===== config.mk =====
export PLATFORM = sky130hd
export DESIGN_NAME = dc_filter_driver
export DESIGN_NICKNAME = d
export VERILOG_FILES = /design/src/rtl/dc_filter_driver.sv
export SDC_FILE = /design/constraint.sdc
export NUM_CORES = 1
export LEC_CHECK = 0
export ABC_AREA = 1
export CAP_MARGIN = 5
export CORE_ASPECT_RATIO = 0.75
export CORE_UTILIZATION = 45
export DETAILED_ROUTE_END_ITERATION = 8
export PLACE_DENSITY = 0.73
export SLEW_MARGIN = 15
export SYNTH_ARGS = -nofsm -noshare
export SYNTH_HDL_FRONTEND = slang
export SYNTH_SLANG_ARGS = --single-unit

===== constraint.sdc =====
create_clock -name i_clk -period 2.29 [get_ports i_clk]
set_input_delay 0.3435 -clock i_clk [delete_from_list [all_inputs] [get_ports i_clk]]
set_output_delay 0.3435 -clock i_clk [all_outputs]
set_load 0.02 [all_outputs]

===== src/rtl/dc_filter_driver.sv =====
// Host-side driver for the DC_Filter p2p channels: show-ahead TX FIFO, one-entry RX holding register,
// frame counting. Define DC_DRIVER_INFLIGHT_LIMIT_EN to bound pixels outstanding in the filter.
module dc_filter_driver #(
    parameter int DEPTH        = 4,
    parameter int FRAME_PIX    = 65536,
    parameter int MAX_INFLIGHT = 8
) (
    input  logic        i_clk,
    input  logic        i_rst,
    input  logic        i_px_wr,
    input  logic [23:0] i_px_data,
    output logic        o_px_full,
    output logic        o_rgb_vld,
    output logic [23:0] o_rgb_data,
    input  logic        i_rgb_busy,
    input  logic        i_result_vld,
    input  logic [23:0] i_result_data,
    output logic        o_result_busy,
    output logic        o_res_vld,
    output logic [23:0] o_res_data,
    input  logic        i_res_rd,
    output logic        o_frame_done,
    output logic        o_overflow
);
    localparam int PW = $clog2(DEPTH);
    localparam int CW = $clog2(DEPTH + 1);
    localparam int FW = (FRAME_PIX > 1) ? $clog2(FRAME_PIX) : 1;

    if (DEPTH < 2 || (DEPTH & (DEPTH - 1)) != 0 || FRAME_PIX < 1 || MAX_INFLIGHT < 1) begin : g_bad_params
        $error("dc_filter_driver: illegal parameter set");
    end

    logic [23:0]   mem_r [DEPTH];
    logic [PW-1:0] wr_ptr_r;
    logic [PW-1:0] rd_ptr_r;
    logic [CW-1:0] count_r;
    logic          res_full_r;
    logic [23:0]   res_data_r;
    logic [FW-1:0] tx_cnt_r;
    logic [FW-1:0] rx_cnt_r;
    logic          frame_done_r;
    logic          overflow_r;

    logic empty_s;
    logic full_s;
    logic push_s;
    logic tx_beat_s;
    logic rx_beat_s;
    logic limit_s;

    // Channel handshakes and FIFO status decode
    always_comb begin
        empty_s   = (count_r == CW'(0));
        full_s    = (count_r == CW'(DEPTH));
        push_s    = i_px_wr && !full_s;
        tx_beat_s = !empty_s && !limit_s && !i_rgb_busy;
        rx_beat_s = i_result_vld && !res_full_r;
    end

    assign o_px_full     = full_s;
    assign o_rgb_vld     = !empty_s && !limit_s;
    assign o_result_busy = res_full_r;
    assign o_res_vld     = res_full_r;
    assign o_res_data    = res_data_r;
    assign o_frame_done  = frame_done_r;
    assign o_overflow    = overflow_r;

    // Show-ahead head; forced to zero when empty so reset and drained states look identical
    always_comb begin
        if (empty_s) begin
            o_rgb_data = 24'h000000;
        end else begin
            o_rgb_data = mem_r[rd_ptr_r];
        end
    end

    // FIFO storage, no reset needed since the head is masked while empty
    always_ff @(posedge i_clk) begin
        if (push_s) begin
            mem_r[wr_ptr_r] <= i_px_data;
        end
    end

    // FIFO pointers, occupancy and sticky overflow
    always_ff @(posedge i_clk) begin
        if (i_rst) begin
            wr_ptr_r   <= '0;
            rd_ptr_r   <= '0;
            count_r    <= '0;
            overflow_r <= 1'b0;
        end else begin
            if (push_s) begin
                wr_ptr_r <= wr_ptr_r + PW'(1);
            end
            if (tx_beat_s) begin
                rd_ptr_r <= rd_ptr_r + PW'(1);
            end
            case ({push_s, tx_beat_s})
                2'b10:   count_r <= count_r + CW'(1);
                2'b01:   count_r <= count_r - CW'(1);
                default: count_r <= count_r;
            endcase
            if (i_px_wr && full_s) begin
                overflow_r <= 1'b1;
            end
        end
    end

    // RX holding register and frame counters
    always_ff @(posedge i_clk) begin
        if (i_rst) begin
            res_full_r   <= 1'b0;
            res_data_r   <= 24'h000000;
            tx_cnt_r     <= '0;
            rx_cnt_r     <= '0;
            frame_done_r <= 1'b0;
        end else begin
            if (rx_beat_s) begin
                res_full_r <= 1'b1;
                res_data_r <= i_result_data;
            end else if (i_res_rd) begin
                res_full_r <= 1'b0;
            end
            if (tx_beat_s) begin
                tx_cnt_r <= (tx_cnt_r == FW'(FRAME_PIX - 1)) ? '0 : tx_cnt_r + FW'(1);
            end
            if (rx_beat_s) begin
                rx_cnt_r <= (rx_cnt_r == FW'(FRAME_PIX - 1)) ? '0 : rx_cnt_r + FW'(1);
            end
            frame_done_r <= rx_beat_s && (rx_cnt_r == FW'(FRAME_PIX - 1));
        end
    end

`ifdef DC_DRIVER_INFLIGHT_LIMIT_EN
    localparam int IW = $clog2(MAX_INFLIGHT + 1);
    logic [IW-1:0] inflight_r;

    // Outstanding-pixel tracker; a TX beat can never occur at the limit, so it saturates naturally
    always_ff @(posedge i_clk) begin
        if (i_rst) begin
            inflight_r <= '0;
        end else if (tx_beat_s && !rx_beat_s && inflight_r != IW'(MAX_INFLIGHT)) begin
            inflight_r <= inflight_r + IW'(1);
        end else if (rx_beat_s && !tx_beat_s && inflight_r != IW'(0)) begin
            inflight_r <= inflight_r - IW'(1);
        end
    end

    assign limit_s = (inflight_r == IW'(MAX_INFLIGHT));
`else
    assign limit_s = 1'b0;
`endif

endmodule

==> summary.md, run 1 <==
| Metric | Value |
|---|---|
| Commonest cells in the netlist | nor2_1 (183), edfxtp_1 (96), o21ai_0 (71) |
| Total Routing Usage GR | 0.2018 |
| CTS buffer count | 17 |
| Antenna violations before repair | 0 |
| Die area | roughly 14000 sq um |
| ANT cells | 0 |
| CP max FO | 16 |
| Area contributors post-synth | edfxtp_1 (48%), dfxtp_1 (17%), nor2_1 (12%), o21ai_0 (6.0%), a21oi_1 (2.7%) |
| WL/cell | 14.66 um |
| Gpl congestion | 0.8087 |
| Post-synth EDFFs | 96 |
| Final setup TNS | 0 ns |
| Antenna-violating nets left | 0 |
| Clk_skew | around 0.0094 ns |
| Worst-path clk slew | roughly 0.060 ns |
| Relative slew slack | 0.7705 |
| Die height | about 100 um |
| Avg Inst Size Synth | slightly above 10 sq um |
| Leakage | between 2 and 3 nW |
| Met3 routed WL | roughly 520 um |
| Req. time, crit path | approximately 2 ns |
| Number of port buffers | about 110 |
| HP Class | flop to flop |
| Cells after DPL | between 800 and 900 |
| Detailed Route Iter0 Violations | between 400 and 500 |
| Vias | ~4400 |
| Final number of setup-violating endpoints | 0 |
| Fin. Hold Viols | 0 |
| Row count | 36 |
| Clock root buffer | clkbuf_16 |
| Max VDD drop | 656.5 uV |
| First-pass GRT wire length | about 21000 um |
| Distinct cell type count after synthesis | 31 |
| Startpoint types | flop |
| Detailed Place HPWL | 8554 um |
| Bufs on Longest Clock Path | 2 |
| Fmax | 458.6 MHz |
| Setup Buffers After CTS | 0 |
| CP endpoint kind | output port |
| Grt ovf | 0 |
| Synth Cell Area | roughly 6000 sq um |
| Horiz. Die Dim | approximately 130 um |
| Prevailing post-synth register cell | edfxtp_1 |
| Mapped Cells | 586 |
| Met2 WL post-DR | between 6000 and 7000 um |
| Largest net degree at the start of global routing | 40 |
| Core Area | ~13000 sq um |
| Count leader, synth | nor2_1 |
| Fillers | between 1000 and 1500 |
| Drt total wl | 13020 um |
| Slew @ Worst Pin | between 0.3 and 0.4 ns |
| H-tree depth | 4 |
| CTS tree | yes |
| Clock Latency Late Sink | just over 0.4 ns |
| Highest-delay cell along the critical path | dlygate4sd2_1 |
| Max Slew Vio Count | 0 |
| Unrepaired setup endpoints after global routing | false |
| Worst path cell trace | inv_2, buf_4, o21ai_0, a21oi_1, dlygate4sd2_1 |
| Synth-to-layout area growth | 31.38% |
| Pwr Density | between 1000 and 1500 nW/um^2 |
| Layout cells sized above 1 | 0.09066 |
| M1 WL | slightly above 6000 um |
| Largest area contributor in the netlist | edfxtp_1 |
| Initial Util | 0.4595 |
| WS Path Type | flop to output port |
| Detailed Routing Iterations Pass 1 | 4 |
| Post-Layout Cell Count | around 890 |
| FFs w/ async S/R, synth | 0 |
| Synth Net Count | between 600 and 700 |
| Total power | between 8 and 9 mW |
| I/O pin count | around 110 |
| Finished Core Util | 0.6037 |
| Top routing layer used | met4 |
| Post-route clock period utilization | 0.9523 |
| Yosys reg bits | 148 |
| CTS Sinks | approximately 150 |
| Synth warn | 0 |
| Area fraction of the dominant cell type after synthesis | 0.4836 |
| Worst EP arrival | around 1.8 ns |
| Vias in the first global route | ~4200 |
| Outcome | finished clean |
| Residual DRC | 0 |
| MaxCap Viol Count | 0 |
| Via/cell ratio | ~4.9 |
| Min Tclk post-route | around 2.2 ns |
| Worst path max stage delay | 0.35 ns |
| Nets | about 770 |
| Register area share after synthesis | 0.6583 |
routing by layer:
layer | global-route usage | vias up
met1 | 0.2607 | 2077
met5 | 0 | -
met3 | 0.05556 | 8
met2 | 0.3267 | 85
met4 | 0.07606 | 0
li1 | - | 2191
area by class of cell:
class                   instances  area [sq um]  area share
flip-flops and latches        148          3925      0.5012
multi-input cells             375          1768      0.2258
repair buffers                125          1235      0.1577
clock buffers                  20         436.7     0.05576
well taps                     171         214.0     0.02732
inverters                      37         138.9     0.01773
clock inverters                12         113.9     0.01454
cell families after synthesis:
| family | count (synthesis) | synth area share |
|---|---|---|
| simple gates | 244 | 0.1686 |
| flops | 148 | 0.6583 |
| compound gates | 118 | 0.1014 |
| buf+inv | 63 | 0.04681 |
| fa+ha+maj | 7 | 0.01595 |
| xor+xnor | 5 | 0.007346 |
| mux | 1 | 0.001679 |
critical path, delay by kind of cell, from the launching register on:
| family | cells | cell delay, ns |
|---|---|---|
| AO/OA/AOI/OAI | 2 | 0.32 |
| buffers and inverters | 3 | 0.75 |
| flip-flops | 1 | 0.34 |
worst paths after layout:
path | start | to | slack [ns] | depth (start not counted)
hold / removal | o_overflow$_SDFFE_PP0P_ | o_overflow$_SDFFE_PP0P_ | 0.46 | 2
setup / recovery | flop | o_rgb_data[19] | 0.11 | 5
hold reg to reg | o_overflow$_SDFFE_PP0P_ | o_overflow$_SDFFE_PP0P_ | 0.46 | 2
setup reg to reg | count_r[0]$_SDFFE_PP0P_ | count_r[2]$_SDFFE_PP0P_ | 0.41 | 10
placed cells by master, fill, tap and decap left out, drive strengths merged, types with 17 or more instances in the layout:
master / count
nor2: 188
edfxtp: 96
clkdlybuf4s50: 83
o21ai: 80
dfxtp: 52
nand2: 42
inv: 37
a21oi: 32
clkbuf: 25
buf: 18
dlygate4sd2: 17
registers in the layout, indices dropped and copies added (netlist names), 2 cells and up, named ones only:
| signal | count |
|---|---|
| mem_r | 96 |
| o_res_data | 24 |
| rx_cnt_r | 16 |
| count_r | 3 |
| rd_ptr_r | 2 |
| wr_ptr_r | 2 |
stage by stage:
step,hold WS (ns),cell area (sq um),setup WS [ns]
floorplan,0.4424,5961,0.1299
global placement,0.4510,7327,0.2071
detailed placement,0.4540,7327,0.1907
CTS,0.4734,7848,0.06590
global route,0.4968,7831,0.0002485
finish,0.4631,7831,0.1092
where the power goes:
group / internal, mW / switching, mW
logic: 0.862 / 1.40
registers: 3.10 / 0.0963
clock network: 1.58 / 0.992
total: 5.54 / 2.49
repair_timing:
action	CTS	global route
hold endpoints to repair	0	0
hold buffers	0	0
setup endpoints to repair	24	7
gates resized for setup	24	12
Power figures use the tool's default switching activity.
==> run 2: changes to the inputs <==
--- a/config.mk
+++ b/config.mk
@@ -10,6 +10,7 @@
 export CORE_ASPECT_RATIO = 0.75
 export CORE_UTILIZATION = 45
 export DETAILED_ROUTE_END_ITERATION = 8
+export GPL_ROUTABILITY_DRIVEN = 0
 export PLACE_DENSITY = 0.73
 export SLEW_MARGIN = 15
 export SYNTH_ARGS = -nofsm -noshare
==> results of run 2 <==
No change in the layout: final DEF, timing and power equal those of run 1.
==> run 3: changes to the inputs <==
--- a/config.mk
+++ b/config.mk
@@ -8,10 +8,10 @@
 export ABC_AREA = 1
 export CAP_MARGIN = 5
 export CORE_ASPECT_RATIO = 0.75
-export CORE_UTILIZATION = 45
+export CORE_UTILIZATION = 42
 export DETAILED_ROUTE_END_ITERATION = 8
 export GPL_ROUTABILITY_DRIVEN = 0
-export PLACE_DENSITY = 0.73
+export PLACE_DENSITY = 0.69
 export SLEW_MARGIN = 15
 export SYNTH_ARGS = -nofsm -noshare
 export SYNTH_HDL_FRONTEND = slang
==> run 3 against run 2 <==
Setup slack gained 0.019 ns. First-iteration DRC count shrank 25%. Final area grew 0.72%. Critical path depth increased by 1.
==> summary.md, run 3 (synthesis gave the netlist of run 1 again) <==
| Metric | Value |
|---|---|
| Fmax | around 460 MHz |
| Worst path cell trace | buf_4, nor2_1, nor2_1, o21ai_0, a21oi_1, dlygate4sd2_1 |
| Die height | 105.2 um |
| H-tree depth | 4 |
| Hold Path Depth | 2 |
| Clock Latency Late Sink | about 0.4 ns |
| Detailed Route Iter0 Violations | 305 |
| Min Tclk post-route | between 2 and 2.5 ns |
| Leakage | approximately 3.0 nW |
| Highest-delay cell along the critical path | dfxtp_2 |
| Reg-to-reg endpoint | count_r[2]$_SDFFE_PP0P_ |
| Layout cells sized above 1 | 0.09875 |
| Hold path endpoint | o_overflow$_SDFFE_PP0P_ |
| Bufs on Longest Clock Path | 2 |
| Total Routing Usage GR | 0.1906 |
| Design area | 7888 sq um |
| Pwr Density | between 1000 and 1500 nW/um^2 |
| RR Startpoint | count_r[0]$_SDFFE_PP0P_ |
| Crit path max-delay family | buffers and inverters |
| Cells on worst reg2reg path | 10 |
| Final worst slack | roughly 0.13 ns |
| Most frequent cells in the layout | nor2_1 (179), edfxtp_1 (96), clkdlybuf4s50_1 (83) |
| Drt total wl | about 13000 um |
| WL/cell | roughly 15 um |
| Largest net degree at the start of global routing | 33 |
| Unrepaired setup endpoints after global routing | false |
| Residual DRC | 0 |
| HP Class | flop to flop |
| CTS Sinks | ~150 |
| First-pass GRT wire length | approximately 22000 um |
| Nets | about 770 |
| Clock root buffer | clkbuf_16 |
| Finished Core Util | 0.5717 |
| Post-route clock period utilization | 0.9441 |
| Final number of setup-violating endpoints | 0 |
| Commonest non-fill, non-tap cell in the layout | nor2_1 |
| Max Slew Vio Count | 0 |
| R2r setup slk | between 0.3 and 0.4 ns |
| Fillers | between 1000 and 1500 |
| CP endpoint kind | output port |
| Slew @ Worst Pin | 0.3120 ns |
| CP Buf/Inv Count | 2 |
| Max FFs per register | 96 |
| Row count | 37 |
| Hold Crit Start | o_overflow$_SDFFE_PP0P_ |
| Detailed Place HPWL | a little under 9000 um |
| Detailed Routing Iterations Pass 1 | 4 |
| Antenna-violating nets left | 0 |
| I/O pin count | around 110 |
| Worst EP arrival | roughly 1.8 ns |
| Post-CTS Hold Fix Bufs | 0 |
| Antenna violations before repair | 0 |
| CTS tree | yes |
| Worst path max stage delay | around 0.43 ns |
| Startpoint types | flop |
| Via/cell ratio | about 5 |
| Worst slack at placement | between 0.1 and 0.15 ns |
| CTS buffer count | 17 |
| Synth-to-layout area growth | 32.33% |
| Outcome | finished clean |
| Most frequent CP cell | nor2_1 |
| Vias in the first global route | 4358 |
| Max VDD drop | 610.4 uV |
| Core Area | approximately 14000 sq um |
| Fin. Hold Viols | 0 |
| Vias | around 4400 |
| ANT cells | 0 |
| Final Hold Slack | 0.4602 ns |
| Biggest register | mem_r |
| Worst-path clk slew | around 0.060 ns |
| Horiz. Die Dim | between 100 and 150 um |
| Relative slew slack | 0.7918 |
| Clk_skew | around 0.011 ns |
| Grt ovf | 0 |
| CP max FO | 16 |
| Final setup TNS | 0 ns |
| Req. time, crit path | 1.95 ns |
| WS Path Type | flop to output port |
| Initial Util | 0.4321 |
| Placed cell areas | 7335 sq um |
| Number of port buffers | 107 |
| Die area | about 15000 sq um |
| MaxCap Viol Count | 0 |
[run 3: worst max path at each step]
| stage | end | depth (start not counted) | slack (ns) |
|---|---|---|---|
| after floorplan | mem_r[0][0]$_DFFE_PP_ | 4 | 0.13 |
| after global placement | count_r[2]$_SDFFE_PP0P_ | 9 | 0.21 |
| after detailed placement | count_r[2]$_SDFFE_PP0P_ | 9 | 0.14 |
| after CTS | o_rgb_data[10] | 6 | 0.09 |
| after global routing | o_rgb_data[18] | 6 | 0.01 |
| final | o_rgb_data[21] | 6 | 0.13 |
[run 3: area by class of cell]
type	count	area [sq um]	area share
multi-input combinational	375	1768	0.2241
clock inverter	15	162.7	0.02062
clock buffer	17	425.4	0.05393
timing repair buffer	127	1249	0.1583
sequential	148	3925	0.4976
inverter	37	138.9	0.01761
tap	175	219.0	0.02776
[run 3: per-stage QoR]
stage / total power, mW / cells
floorplan: 4.578 / 586
global placement: 5.664 / 862
detailed placement: 5.723 / 862
CTS: 8.274 / 894
global route: 8.590 / 894
finish: 8.181 / 894
[run 3: timing repair]
action,4_1_cts,5_1_grt
buffers inserted,0,0
hold endpoints to repair,0,0
gates resized for setup,24,6
setup endpoints to repair,24,4
[run 3: power breakdown]
part | switching [mW] | internal, mW
clock | 1.16 | 1.55
combinational | 1.39 | 0.878
sequential | 0.106 | 3.10
[run 3: per-layer routing]
layer  vias up  track usage  share of wire
met5         -            0              0
met4         0      0.06829         0.0073
met3        10      0.03850          0.050
met2       109       0.3065           0.49
met1      2061       0.2564           0.46
li1       2202            -              -
[run 3: worst register-to-register path: stages, from the launching register on]
cell     delay [ns]
dfxtp_1        0.33
inv_1          0.14
nand3_1        0.12
nand2_1        0.10
ha_1           0.14
inv_1          0.07
fa_1           0.39
a21oi_1        0.17
o21ai_0        0.12
o21ai_0        0.17
a21oi_1        0.06
